--- src/rtl/hash_table_arbiter.sv ---
// Round-robin arbiter sharing one hash table among NUM_REQ requesters.
// One request is in flight at a time; each result is returned tagged with the owning requester id.
module hash_table_arbiter #(
  parameter int NUM_REQ    = 4,
  parameter int WIDTH      = 32,
  parameter int VALUE_SIZE = 32,
  localparam int ID_W      = $clog2(NUM_REQ)
) (
  input  logic                          clk,
  input  logic                          reset,
  input  logic [NUM_REQ-1:0]            req_valid,
  output logic [NUM_REQ-1:0]            req_ready,
  input  logic [2*NUM_REQ-1:0]          req_op,
  input  logic [WIDTH*NUM_REQ-1:0]      req_key,
  input  logic [VALUE_SIZE*NUM_REQ-1:0] req_value,
  output logic                          rsp_valid,
  input  logic                          rsp_ready,
  output logic [ID_W-1:0]               rsp_id,
  output logic                          rsp_hit,
  output logic                          rsp_success,
  output logic [VALUE_SIZE-1:0]         rsp_value,
  output logic [1:0]                    ht_operation,
  output logic [WIDTH-1:0]              ht_key,
  output logic [VALUE_SIZE-1:0]         ht_value_in,
  input  logic [VALUE_SIZE-1:0]         ht_value_out,
  input  logic                          ht_hit,
  input  logic                          ht_success,
  output logic [15:0]                   ops_done
);

  localparam logic [1:0] OP_LOOKUP = 2'b00;
  localparam logic [1:0] OP_NOP    = 2'b11;

  typedef enum logic [1:0] {
    S_IDLE,
    S_ISSUE,
    S_WAIT,
    S_RESP
  } state_t;

  state_t              state_reg;
  logic [ID_W-1:0]     rr_ptr_reg;
  logic [ID_W-1:0]     id_reg;
  logic [1:0]          op_reg;

  logic                grant_valid;
  logic [ID_W-1:0]     grant_id;
  logic [ID_W-1:0]     rr_ptr_next;
  logic [ID_W:0]       scan_sum;

  logic [1:0]            op_arr  [NUM_REQ];
  logic [WIDTH-1:0]      key_arr [NUM_REQ];
  logic [VALUE_SIZE-1:0] val_arr [NUM_REQ];

  generate
    for (genvar gi = 0; gi < NUM_REQ; gi++) begin : g_unpack
      assign op_arr[gi]  = req_op[2*gi +: 2];
      assign key_arr[gi] = req_key[WIDTH*gi +: WIDTH];
      assign val_arr[gi] = req_value[VALUE_SIZE*gi +: VALUE_SIZE];
    end
  endgenerate

  // Scan from the highest offset down so the entry closest to rr_ptr_reg wins.
  always_comb begin
    grant_valid = 1'b0;
    grant_id    = '0;
    scan_sum    = '0;
    for (int k = NUM_REQ - 1; k >= 0; k--) begin
      scan_sum = {1'b0, rr_ptr_reg} + (ID_W+1)'(k);
      if (scan_sum >= (ID_W+1)'(NUM_REQ)) begin
        scan_sum = scan_sum - (ID_W+1)'(NUM_REQ);
      end
      if (req_valid[scan_sum[ID_W-1:0]]) begin
        grant_valid = 1'b1;
        grant_id    = scan_sum[ID_W-1:0];
      end
    end
  end

  assign rr_ptr_next = (grant_id == ID_W'(NUM_REQ - 1)) ? '0 : grant_id + ID_W'(1);

  always_comb begin
    req_ready = '0;
    if (state_reg == S_IDLE && grant_valid) begin
      req_ready[grant_id] = 1'b1;
    end
  end

  always_ff @(posedge clk or posedge reset) begin
    if (reset) begin
      state_reg    <= S_IDLE;
      rr_ptr_reg   <= '0;
      id_reg       <= '0;
      op_reg       <= OP_NOP;
      ht_operation <= OP_NOP;
      ht_key       <= '0;
      ht_value_in  <= '0;
      rsp_valid    <= 1'b0;
      rsp_id       <= '0;
      rsp_hit      <= 1'b0;
      rsp_success  <= 1'b0;
      rsp_value    <= '0;
      ops_done     <= '0;
    end else begin
      case (state_reg)
        S_IDLE: begin
          if (grant_valid) begin
            id_reg     <= grant_id;
            op_reg     <= op_arr[grant_id];
            rr_ptr_reg <= rr_ptr_next;
            if (op_arr[grant_id] == OP_NOP) begin
              // A no-op request never touches the table.
              state_reg   <= S_RESP;
              rsp_valid   <= 1'b1;
              rsp_id      <= grant_id;
              rsp_hit     <= 1'b0;
              rsp_success <= 1'b0;
              rsp_value   <= '0;
            end else begin
              state_reg    <= S_ISSUE;
              ht_operation <= op_arr[grant_id];
              ht_key       <= key_arr[grant_id];
              ht_value_in  <= val_arr[grant_id];
            end
          end
        end
        S_ISSUE: begin
          ht_operation <= OP_NOP;
          state_reg    <= S_WAIT;
        end
        S_WAIT: begin
          // The table's registered result for our op is valid during this cycle.
          rsp_valid <= 1'b1;
          rsp_id    <= id_reg;
          if (op_reg == OP_LOOKUP) begin
            rsp_hit     <= ht_hit;
            rsp_success <= ht_hit;
            rsp_value   <= ht_value_out;
          end else begin
            rsp_hit     <= 1'b0;
            rsp_success <= ht_success;
            rsp_value   <= '0;
          end
          state_reg <= S_RESP;
        end
        S_RESP: begin
          if (rsp_ready) begin
            rsp_valid <= 1'b0;
            if (ops_done != 16'hFFFF) begin
              ops_done <= ops_done + 16'd1;
            end
            state_reg <= S_IDLE;
          end
        end
        default: state_reg <= S_IDLE;
      endcase
    end
  end

endmodule

--- config.mk ---
export PLATFORM = sky130hd
export DESIGN_NAME = hash_table_arbiter
export DESIGN_NICKNAME = d
export VERILOG_FILES = /design/src/rtl/hash_table_arbiter.sv
export SDC_FILE = /design/constraint.sdc
export NUM_CORES = 1
export LEC_CHECK = 0
export ABC_AREA = 1
export CAP_MARGIN = 5
export CELL_PAD_IN_SITES_DETAIL_PLACEMENT = 0
export CELL_PAD_IN_SITES_GLOBAL_PLACEMENT = 1
export CORE_ASPECT_RATIO = 0.7
export CORE_MARGIN = 2
export CORE_UTILIZATION = 25
export DETAILED_ROUTE_END_ITERATION = 8
export HOLD_SLACK_MARGIN = 0.06
export PLACE_DENSITY = 0.9
export SLEW_MARGIN = 20
export SYNTH_ARGS = -nofsm -noshare
export SYNTH_HDL_FRONTEND = slang
export SYNTH_SLANG_ARGS = --single-unit
--- constraint.sdc ---
create_clock -name clk -period 10.1 [get_ports clk]
set_input_delay 2.02 -clock clk [delete_from_list [all_inputs] [get_ports clk]]
set_output_delay 2.02 -clock clk [all_outputs]
set_load 0.01 [all_outputs]
* Word level (Yosys, flattened, before mapping)
Cells that the tools add are included.
** Cells by class
- $add $sub $neg :: 9
- $lt $le $gt $ge :: 11
- Eq/ne operators :: 10
- Multiplexer cells :: 57
- Bitwise operators :: 2
- Reductions and logical operators :: 14
** Operators by type and width (number)
- 32-bit two-way mux :: 7
- 32-bit binary-select mux with 2-bit select :: 2
- 32-bit case mux with 2 select lines :: 1
- 2-bit two-way mux :: 18
- 16-bit by 1-bit adder with 16-bit output (second input constant) :: 1
- 1-bit two-way mux :: 16
- 16-bit inequality test (second input constant) :: 1
- 2-bit by 3-bit < comparator with 1-bit output (second input constant) :: 5
- 3-bit >= comparator (second input constant) :: 4
- 3-bit AND reduction :: 4
- 1-bit binary-select mux with 2-bit select :: 4
- 2-bit == test (second input constant) :: 4
- 2-bit case mux with 2 select lines :: 2
- 2-bit case mux with 4 select lines :: 1
- 2-bit by 1-bit subtractor with 2-bit output (second input constant) :: 4
- 2-bit by 2-bit adder with 3-bit output (second input constant) :: 2
- 2-bit inequality test (second input constant) :: 3
- 2-bit binary-select mux with 2-bit select :: 1
- 2-bit zero test :: 2
- 4-bit two-way mux :: 1
- 1-bit case mux with 2 select lines :: 2
- 2-bit AND reduction :: 2
- 4-bit AND reduction :: 1
- 2-bit nonzero test :: 2
- 12 further kinds :: 13
** Word-level totals
- Register bits :: 127
- Bits of input ports :: 305
- Output and inout port bits :: 123
- Word-level logic and storage cells :: 116

* Depth between registers and ports, before layout
Gate-level depths: netlist (run 1).
- Depth after elaboration :: 17
- Gate-level depth with buffers :: 19
- Mapped depth without buffers :: 17

* Worst setup path after synthesis (run 1)
Ideal clock, no wire load.
- Kind :: in2out
- Start :: in req_valid[1]
- End :: out req_ready[2]
- Data arrival time :: 3.417 ns
- Data required time :: 8.080 ns
- Path slack :: 4.663 ns
- Stages :: 12
- Buffers on the path :: 1
- Path through :: inv_1 > nand2_1 > nand3_1 > nand2_1 > inv_2 > nand3_1 > nand3_2 > inv_2 > clkbuf_1 > ha_1 > inv_1 > nor2_1
** On the way
- Cells in the longest elaborated chain, start to end :: 11
- Elaborated cells between the ends (all ways) :: 23
- Classes of those cells :: order compare (2); mux (19); reduce/logical (2)
** RTL lines
- start, declared :: RTL line 11 : input logic [NUM_REQ-1:0] req_valid,
- 1-bit binary-select mux with 2-bit select :: RTL line 73 : if (req_valid[scan_sum[ID_W-1:0]]) begin
- 1-bit two-way mux (implied by the code) :: RTL line 73
- 2-bit two-way mux (3 in series) :: RTL line 73
- 2-bit two-way mux * :: RTL line 73
- net grant_id[1] :: RTL line 47 : logic [ID_W-1:0] grant_id;
- 2-bit by 3-bit < comparator with 1-bit output (implied by the code) / 2-bit by 1-bit >= comparator with 1-bit output (equally long branches) :: RTL line 85 : req_ready[grant_id] = 1'b1;
- 1-bit logical AND (implied by the code) :: RTL line 85
- 1-bit two-way mux (implied by the code) :: RTL line 85
- 1-bit demux with 2-bit select * :: RTL line 85
- 4-bit two-way mux * :: RTL line 84 : if (state_reg == S_IDLE && grant_valid) begin
- end, declared :: RTL line 12 : output logic [NUM_REQ-1:0] req_ready,
The timed path passes the listed nets; every way through them passes the cells marked *. The select of a mux whose other input is x is not followed.

* Worst setup path after layout (run 1)
- Start :: in req_valid[1]
- End :: out req_ready[2]
** On the way
- Cells in the longest elaborated chain, start to end :: 11
- Elaborated cells between the ends (all ways) :: 23
- Classes of those cells :: order compare (2); mux (19); reduce/logical (2)
** RTL lines (RTL line)
- 1-bit binary-select mux with 2-bit select :: 73
- 1-bit two-way mux (implied by the code) :: 73
- 2-bit two-way mux (4 in series) :: 73
- 2-bit by 3-bit < comparator with 1-bit output (implied by the code) / 2-bit by 1-bit >= comparator with 1-bit output (equally long branches) :: 85
- 1-bit logical AND (implied by the code) :: 85
- 1-bit two-way mux (implied by the code) :: 85
- 1-bit demux with 2-bit select :: 85
- 4-bit two-way mux * :: 84
Mark *: on every way between the ends. The rest lies on a longest branch, timed or not. The select of a mux whose other input is x is not followed.

==> results of run 1 <==
==> layer usage <==
metal	share of wire, %	wire length, um
met1	42	13720
met5	0	0
met3	8.1	2650
met2	48	15770
met4	1.9	627
==> per-stage QoR <==
| stage | utilization [%] | hold slack (ps) | worst slack (ps) | instance area, um2 |
|---|---|---|---|---|
| after CTS | 41.62 | 483.4 | 2900 | 13080 |
| final | 41.65 | 475.9 | 2881 | 13090 |
| after global placement | 39.80 | 458.6 | 2988 | 12510 |
| after global routing | 41.65 | 494.3 | 2690 | 13090 |
| after detailed placement | 39.81 | 465.0 | 2901 | 12510 |
| after floorplan | - | 453.4 | 4663 | 8044 |
==> cells in the mapped netlist <==
library cell  count
xnor2_1           3
nand2_2           3
clkbuf_1         23
nor3_1            3
inv_4             1
nor2_1          312
o21ai_1          24
nand2_1         320
inv_2             5
a21oi_1           4
ha_1             10
o21ai_0         115
buf_4            14
nand3_2           6
inv_1            65
o21bai_1          1
a31oi_1           4
nand3b_1          3
nand3_1         117
nand2_4           5
nor2_4            1
o22ai_1           1
or2_2             2
dfrtp_1         123
buf_2            30
buf_6             4
nand4_1           4
nor4_1            1
xor2_1            8
buf_1             7
dfstp_2           4
nand3_4           1
==> kinds of logic (layout without fill, tap and decap cells) <==
kind of cell    Yosys count  in the layout  share of synthesized area, %
flops                   127            127                         39.57
xor+xnor                 11             11                         1.198
other cells               0              2                             0
fa+ha+maj                10             10                         1.555
compound gates          149            149                         9.379
simple gates            778            778                         39.82
buf+inv                 149            537                         8.477
==> worst register-to-register path: cells and delay by family (launching register included) <==
kind                   cells  cell delay [ps]
and+or+nand+nor           13             2830
buffers and inverters      4             1670
DFF                        1              570
==> power by group <==
group          switching (W)  total, W  internal [W]
Sequential          0.000129  0.000855      0.000725
Combinational        0.00194   0.00302       0.00108
Clock               0.000247  0.000611      0.000364
Total                0.00232   0.00449       0.00217
==> worst min path at each step <==
stage / startpoint / end / slack [ps] / depth (start not counted)
after floorplan: id_reg[1]$_DFFE_PP0P_ / id_reg[1]$_DFFE_PP0P_ / 450 / 2
after global placement: rsp_valid$_DFFE_PP0P_ / rsp_valid$_DFFE_PP0P_ / 460 / 2
after detailed placement: ht_key[18]$_DFFE_PP0P_ / ht_key[18]$_DFFE_PP0P_ / 470 / 2
after CTS: ht_key[23]$_DFFE_PP0P_ / ht_key[23]$_DFFE_PP0P_ / 480 / 2
after global routing: ht_key[23]$_DFFE_PP0P_ / ht_key[23]$_DFFE_PP0P_ / 490 / 2
final: ht_key[23]$_DFFE_PP0P_ / ht_key[23]$_DFFE_PP0P_ / 480 / 2
==> cell type report <==
cell class	count	share of cell area (%)
timing repair buffer	435	33.15
clock buffer	19	3.308
multi-input combinational	948	32.01
antenna	2	0.03824
sequential	127	24.32
clock inverter	12	1.042
inverter	71	2.113
tap	420	4.016
==> flow_summary.json, run 1 <==
{
  "num_rows": 54,
  "crit_path_cell_trace": "clkdlybuf4s50_1 > inv_1 > nand2_1 > nand3_1 > nand2_1 > nor2_1 > nand3_1 > nor2_1 > nor2_4 > buf_4 > inv_1 > nor2_1 > clkdlybuf4s50_1",
  "cp_slowest_cell": "buf_4",
  "critPathArrivalTime_ps": 5200,
  "rsz0062_at_grt": "false",
  "synthCells": 1224,
  "crit_type": "input port to primary output",
  "post-place-cells": 2001,
  "final_common_cell": "clkdlybuf4s50_1",
  "final_net_count": 1915,
  "critPathTopFamily": "buffers and inverters",
  "crit_path_end_kind": "primary output",
  "cts_tree": "built",
  "rr_endpoint": "ht_operation[1]$_DFFE_PP1P_",
  "outcome": "finished, final reports clean",
  "root_buffer": "clkbuf_16",
  "r2r_slack_ps": 4970,
  "cpMostUsedCell": "nor2_1",
  "drive_gt1_share_pct": 4.156,
  "gp_congestion": 0.9281,
  "clk_path_buf_depth": 2,
  "reg_top3": "ht_key: 32 flops, ht_value_in: 32 flops, rsp_value: 32 flops",
  "cp.required_ps": 8080,
  "grt_util_met2_pct": 32.79,
  "initial_core_util_pct": 25.60,
  "setup_violations": 0,
  "io_buffers": 427,
  "synth.yosys.seq_area_share_pct": 39.57,
  "power.total_w": 0.004490,
  "synth_top_cells_by_area": "dfrtp_1 38%, nand2_1 15%, nor2_1 15%",
  "critPathMaxFanout": 75,
  "grt_pass1_vias": 9075,
  "hold_class": "register to register",
  "max_freq_mhz": 138.5,
  "cap_violations": 0,
  "yosysWarnings": 0,
  "hpwl_um": 23560,
  "ant_nets": 0,
  "skew_ps": 10.52,
  "avgSynthCellArea_um2": 6.572,
  "vias": 9244,
  "core_area_mm2": 0.03142,
  "synth_cell_types": 32,
  "worstSetupStartpoint": "req_valid[1]",
  "mostFrequentLayoutCells": "427 x clkdlybuf4s50_1, 319 x nand2_1, 312 x nor2_1",
  "wirelength_um": 32760,
  "cp.depth": 13,
  "slew_viol_final": 0,
  "path_clk_slew_ps": 60,
  "drtIter0Drc": 540,
  "dieWidth_um": 218.4,
  "period_share_pct": 71.48,
  "p_per_area_mw_per_mm2": 343.1,
  "use_met3_pct": 5.163,
  "synth_fp_nets": 1539,
  "fillCellCount": 3233,
  "tns_ps": 0,
  "post-route-min-period_ps": 7219,
  "busiest_layer": "met2",
  "post_cts_resize_count": 0,
  "crit_end": "req_ready[2]",
  "cts_max_level": 4,
  "regArea_mm2": 0.003183,
  "ios": 428,
  "grt_util_all_layers_pct": 19.11,
  "final_cells": 2034,
  "via_per_inst": 4.545,
  "syn-cell-area_mm2": 0.008044,
  "multiInputGateArea_mm2": 0.004189,
  "reg2reg_depth": 17,
  "peakVddDrop_v": 0.0002130,
  "clock_latency_ps": 420,
  "die_h_um": 154.1,
  "grt_max_degree": 88,
  "slew_headroom_pct": 38.44,
  "critPathLaunchType": "input port",
  "cts_buffers": 17,
  "post-cts-setup-buffer-count": 0,
  "die_area_mm2": 0.03365,
  "cts_hold_buf": 0,
  "crit_buf_inv": 5,
  "gr-total-overflow": 0,
  "use_met1_pct": 23.42,
  "synth_area_leader_cell": "dfrtp_1",
  "worst_path_largest_cell_delay_ps": 700,
  "antenna_found_initial": 2,
  "syn2layout_area_growth_pct": 62.68,
  "worstMarginPinSlew_ps": 923.4,
  "cts.sinks": 127,
  "dr.pass1.iters": 5,
  "synth_top_area_share_pct": 38.26,
  "hold_viol": 0,
  "post_drt_wl_per_cell_um": 16.11,
  "r2r_start": "rr_ptr_reg[0]$_DFFE_PP0P_",
  "grt_pass1_wl_um": 50210,
  "synth-seq-cells": 127,
  "total_leakage_power_nw": 6.133,
  "post-route-drc-count": 0
}
(Power assumes the default switching activity.)
==> inputs of run 2 (changes only) <==
==> constraint.sdc (replaced) <==
create_clock -name clk -period 7.25 [get_ports clk]
set_input_delay 1.45 -clock clk [delete_from_list [all_inputs] [get_ports clk]]
set_output_delay 1.45 -clock clk [all_outputs]
set_load 0.01 [all_outputs]
==> flow_summary.json, run 2 (synthesized netlist as in run 1, its figures left out) <==
{
  "reg_top3": "ht_key: 32 flops, ht_value_in: 32 flops, rsp_value: 32 flops",
  "critPathTopFamily": "buffers and inverters",
  "max_freq_mhz": 171.8,
  "netSwitchingFraction_pct": 51.31,
  "mostFrequentLayoutCells": "427 x clkdlybuf4s50_1, 319 x nand2_1, 312 x nor2_1",
  "rsz0062_at_grt": "false",
  "post_drt_wl_per_cell_um": 16.10,
  "setup_violations": 0,
  "internal_power_w": 0.003081,
  "post-route-min-period_ps": 5819,
  "critPathMaxFanout": 27,
  "path_clk_slew_ps": 60,
  "initial_core_util_pct": 25.60,
  "post-cts-setup-buffer-count": 0,
  "gp_congestion": 0.8542,
  "cap_violations": 0,
  "grt_util_all_layers_pct": 19.12,
  "hold_viol": 0,
  "cts_hold_buf": 0,
  "die_area_mm2": 0.03365,
  "drive_gt1_share_pct": 4.396,
  "syn2layout_area_growth_pct": 63.66,
  "slew_viol_final": 0,
  "total_leakage_power_nw": 6.172,
  "ios": 428,
  "gr-total-overflow": 0,
  "final_net_count": 1918,
  "cp.required_ps": 5800,
  "num_rows": 54,
  "drtIter0Drc": 560,
  "grt_pass1_wl_um": 50110,
  "post_cts_resize_count": 0,
  "cts.sinks": 127,
  "cts_max_level": 4,
  "skew_ps": 10.95,
  "via_per_inst": 4.541,
  "die_h_um": 154.1,
  "hpwl_um": 23800,
  "tns_ps": 0,
  "p_comb_share_pct": 67.1,
  "io_buffers": 427,
  "cp_slowest_cell": "clkdlybuf4s50_1",
  "dieWidth_um": 218.4,
  "wirelength_um": 32800,
  "hold_class": "register to register",
  "p_per_area_mw_per_mm2": 480.6,
  "period_share_pct": 80.27,
  "worstMarginPinSlew_ps": 918.8,
  "pwr-share-clk_pct": 14.2,
  "place_ws_ps": 1464,
  "cts_tree": "built",
  "clk_path_buf_depth": 2,
  "core_area_mm2": 0.03142,
  "grt_max_degree": 108,
  "place_area_mm2": 0.01254,
  "switching_power_w": 0.003247,
  "outcome": "finished, final reports clean",
  "antenna_found_initial": 3,
  "worst_path_largest_cell_delay_ps": 580,
  "crit_buf_inv": 6,
  "crit_type": "input port to primary output",
  "vias": 9249,
  "final_common_cell": "clkdlybuf4s50_1",
  "root_buffer": "clkbuf_16",
  "power.total_w": 0.006327,
  "peakVddDrop_v": 0.0003478,
  "slew_headroom_pct": 38.75,
  "ant_nets": 0,
  "crit_path_cell_trace": "clkdlybuf4s50_1 > inv_1 > nand2_1 > nand3_1 > nand2_1 > inv_2 > nand3_1 > nand3_4 > inv_2 > ha_1 > inv_1 > nor2_1 > clkdlybuf4s50_1",
  "grt_pass1_vias": 8991,
  "post-route-drc-count": 0,
  "final_area_mm2": 0.01317,
  "fin_ws_ps": 1431,
  "clock_latency_ps": 420,
  "seqPwrFrac_pct": 18.7,
  "cts_buffers": 17,
  "critPathLaunchType": "input port",
  "critPathArrivalTime_ps": 4370,
  "crit_path_end_kind": "primary output",
  "dr.pass1.iters": 6,
  "fillCellCount": 3264
}
==> run 2: path summary, 6_finish.rpt <==
check / start / end / slack [ps] / depth (start not counted)
max in group asynchronous: reset / op_reg[1]$_DFFE_PP1P_ / 4600 / 4
worst max-delay path: req_valid[1] / req_ready[2] / 1430 / 13
worst min register to register: rsp_valid$_DFFE_PP0P_ / rsp_valid$_DFFE_PP0P_ / 470 / 2
worst max register to register: rr_ptr_reg[0]$_DFFE_PP0P_ / ht_value_in[31]$_DFFE_PP0P_ / 2940 / 16
worst min-delay path: rsp_valid$_DFFE_PP0P_ / rsp_valid$_DFFE_PP0P_ / 470 / 2
min in group asynchronous: reset / rsp_value[14]$_DFFE_PP0P_ / 1430 / 2
==> run 2: per-layer routing <==
metal | vias up | wire length [um] | global-route usage (%)
met5 | - | 13 | 0
met4 | 2 | 496 | 5.118
met3 | 24 | 2444 | 5.321
met2 | 288 | 15890 | 33.17
li1 | 4621 | - | -
met1 | 4314 | 13960 | 23.16
==> run 2: stage by stage <==
step | utilization, % | cells | hold slack (ps)
global route | 41.90 | 2037 | 493.0
global placement | 39.83 | 2002 | 461.1
floorplan | - | 1224 | 453.4
CTS | 41.82 | 2034 | 477.1
finish | 41.90 | 2037 | 474.4
detailed placement | 39.92 | 2003 | 462.0
==> run 2: area by class of cell <==
| cell class | instances | area (um2) | area share, % |
|---|---|---|---|
| Inverter | 71 | 276.5 | 2.100 |
| Clock inverter | 10 | 126.4 | 0.9599 |
| Tap cell | 420 | 525.5 | 3.992 |
| Multi-Input combinational cell | 948 | 4189 | 31.82 |
| Antenna cell | 2 | 5.005 | 0.03802 |
| Sequential cell | 127 | 3183 | 24.18 |
| Clock buffer | 21 | 470.5 | 3.573 |
| Timing Repair Buffer | 438 | 4389 | 33.34 |
==> run 2: worst register-to-register path: stages (launching register included) <==
cell	delay, ps
dfrtp_1	580
inv_4	80
nand2_2	80
nand3_1	150
nand2_1	150
inv_2	60
nand3_1	160
nand3_4	310
inv_2	520
buf_4	580
nand3_2	220
nand2_4	140
nand2_4	60
nand2_2	340
buf_4	540
nand2_1	180
nand2_1	100
==> run 2: power by group through the flow <==
stage / clock [W] / combinational, W / sequential (W)
finish: 0.000896 / 0.00425 / 0.00119
floorplan: 0 / 0.00277 / 0.00128
global route: 0.000957 / 0.00481 / 0.00122
CTS: 0.000926 / 0.00429 / 0.00119
global placement: 0 / 0.00423 / 0.00118
detailed placement: 0 / 0.00428 / 0.00119
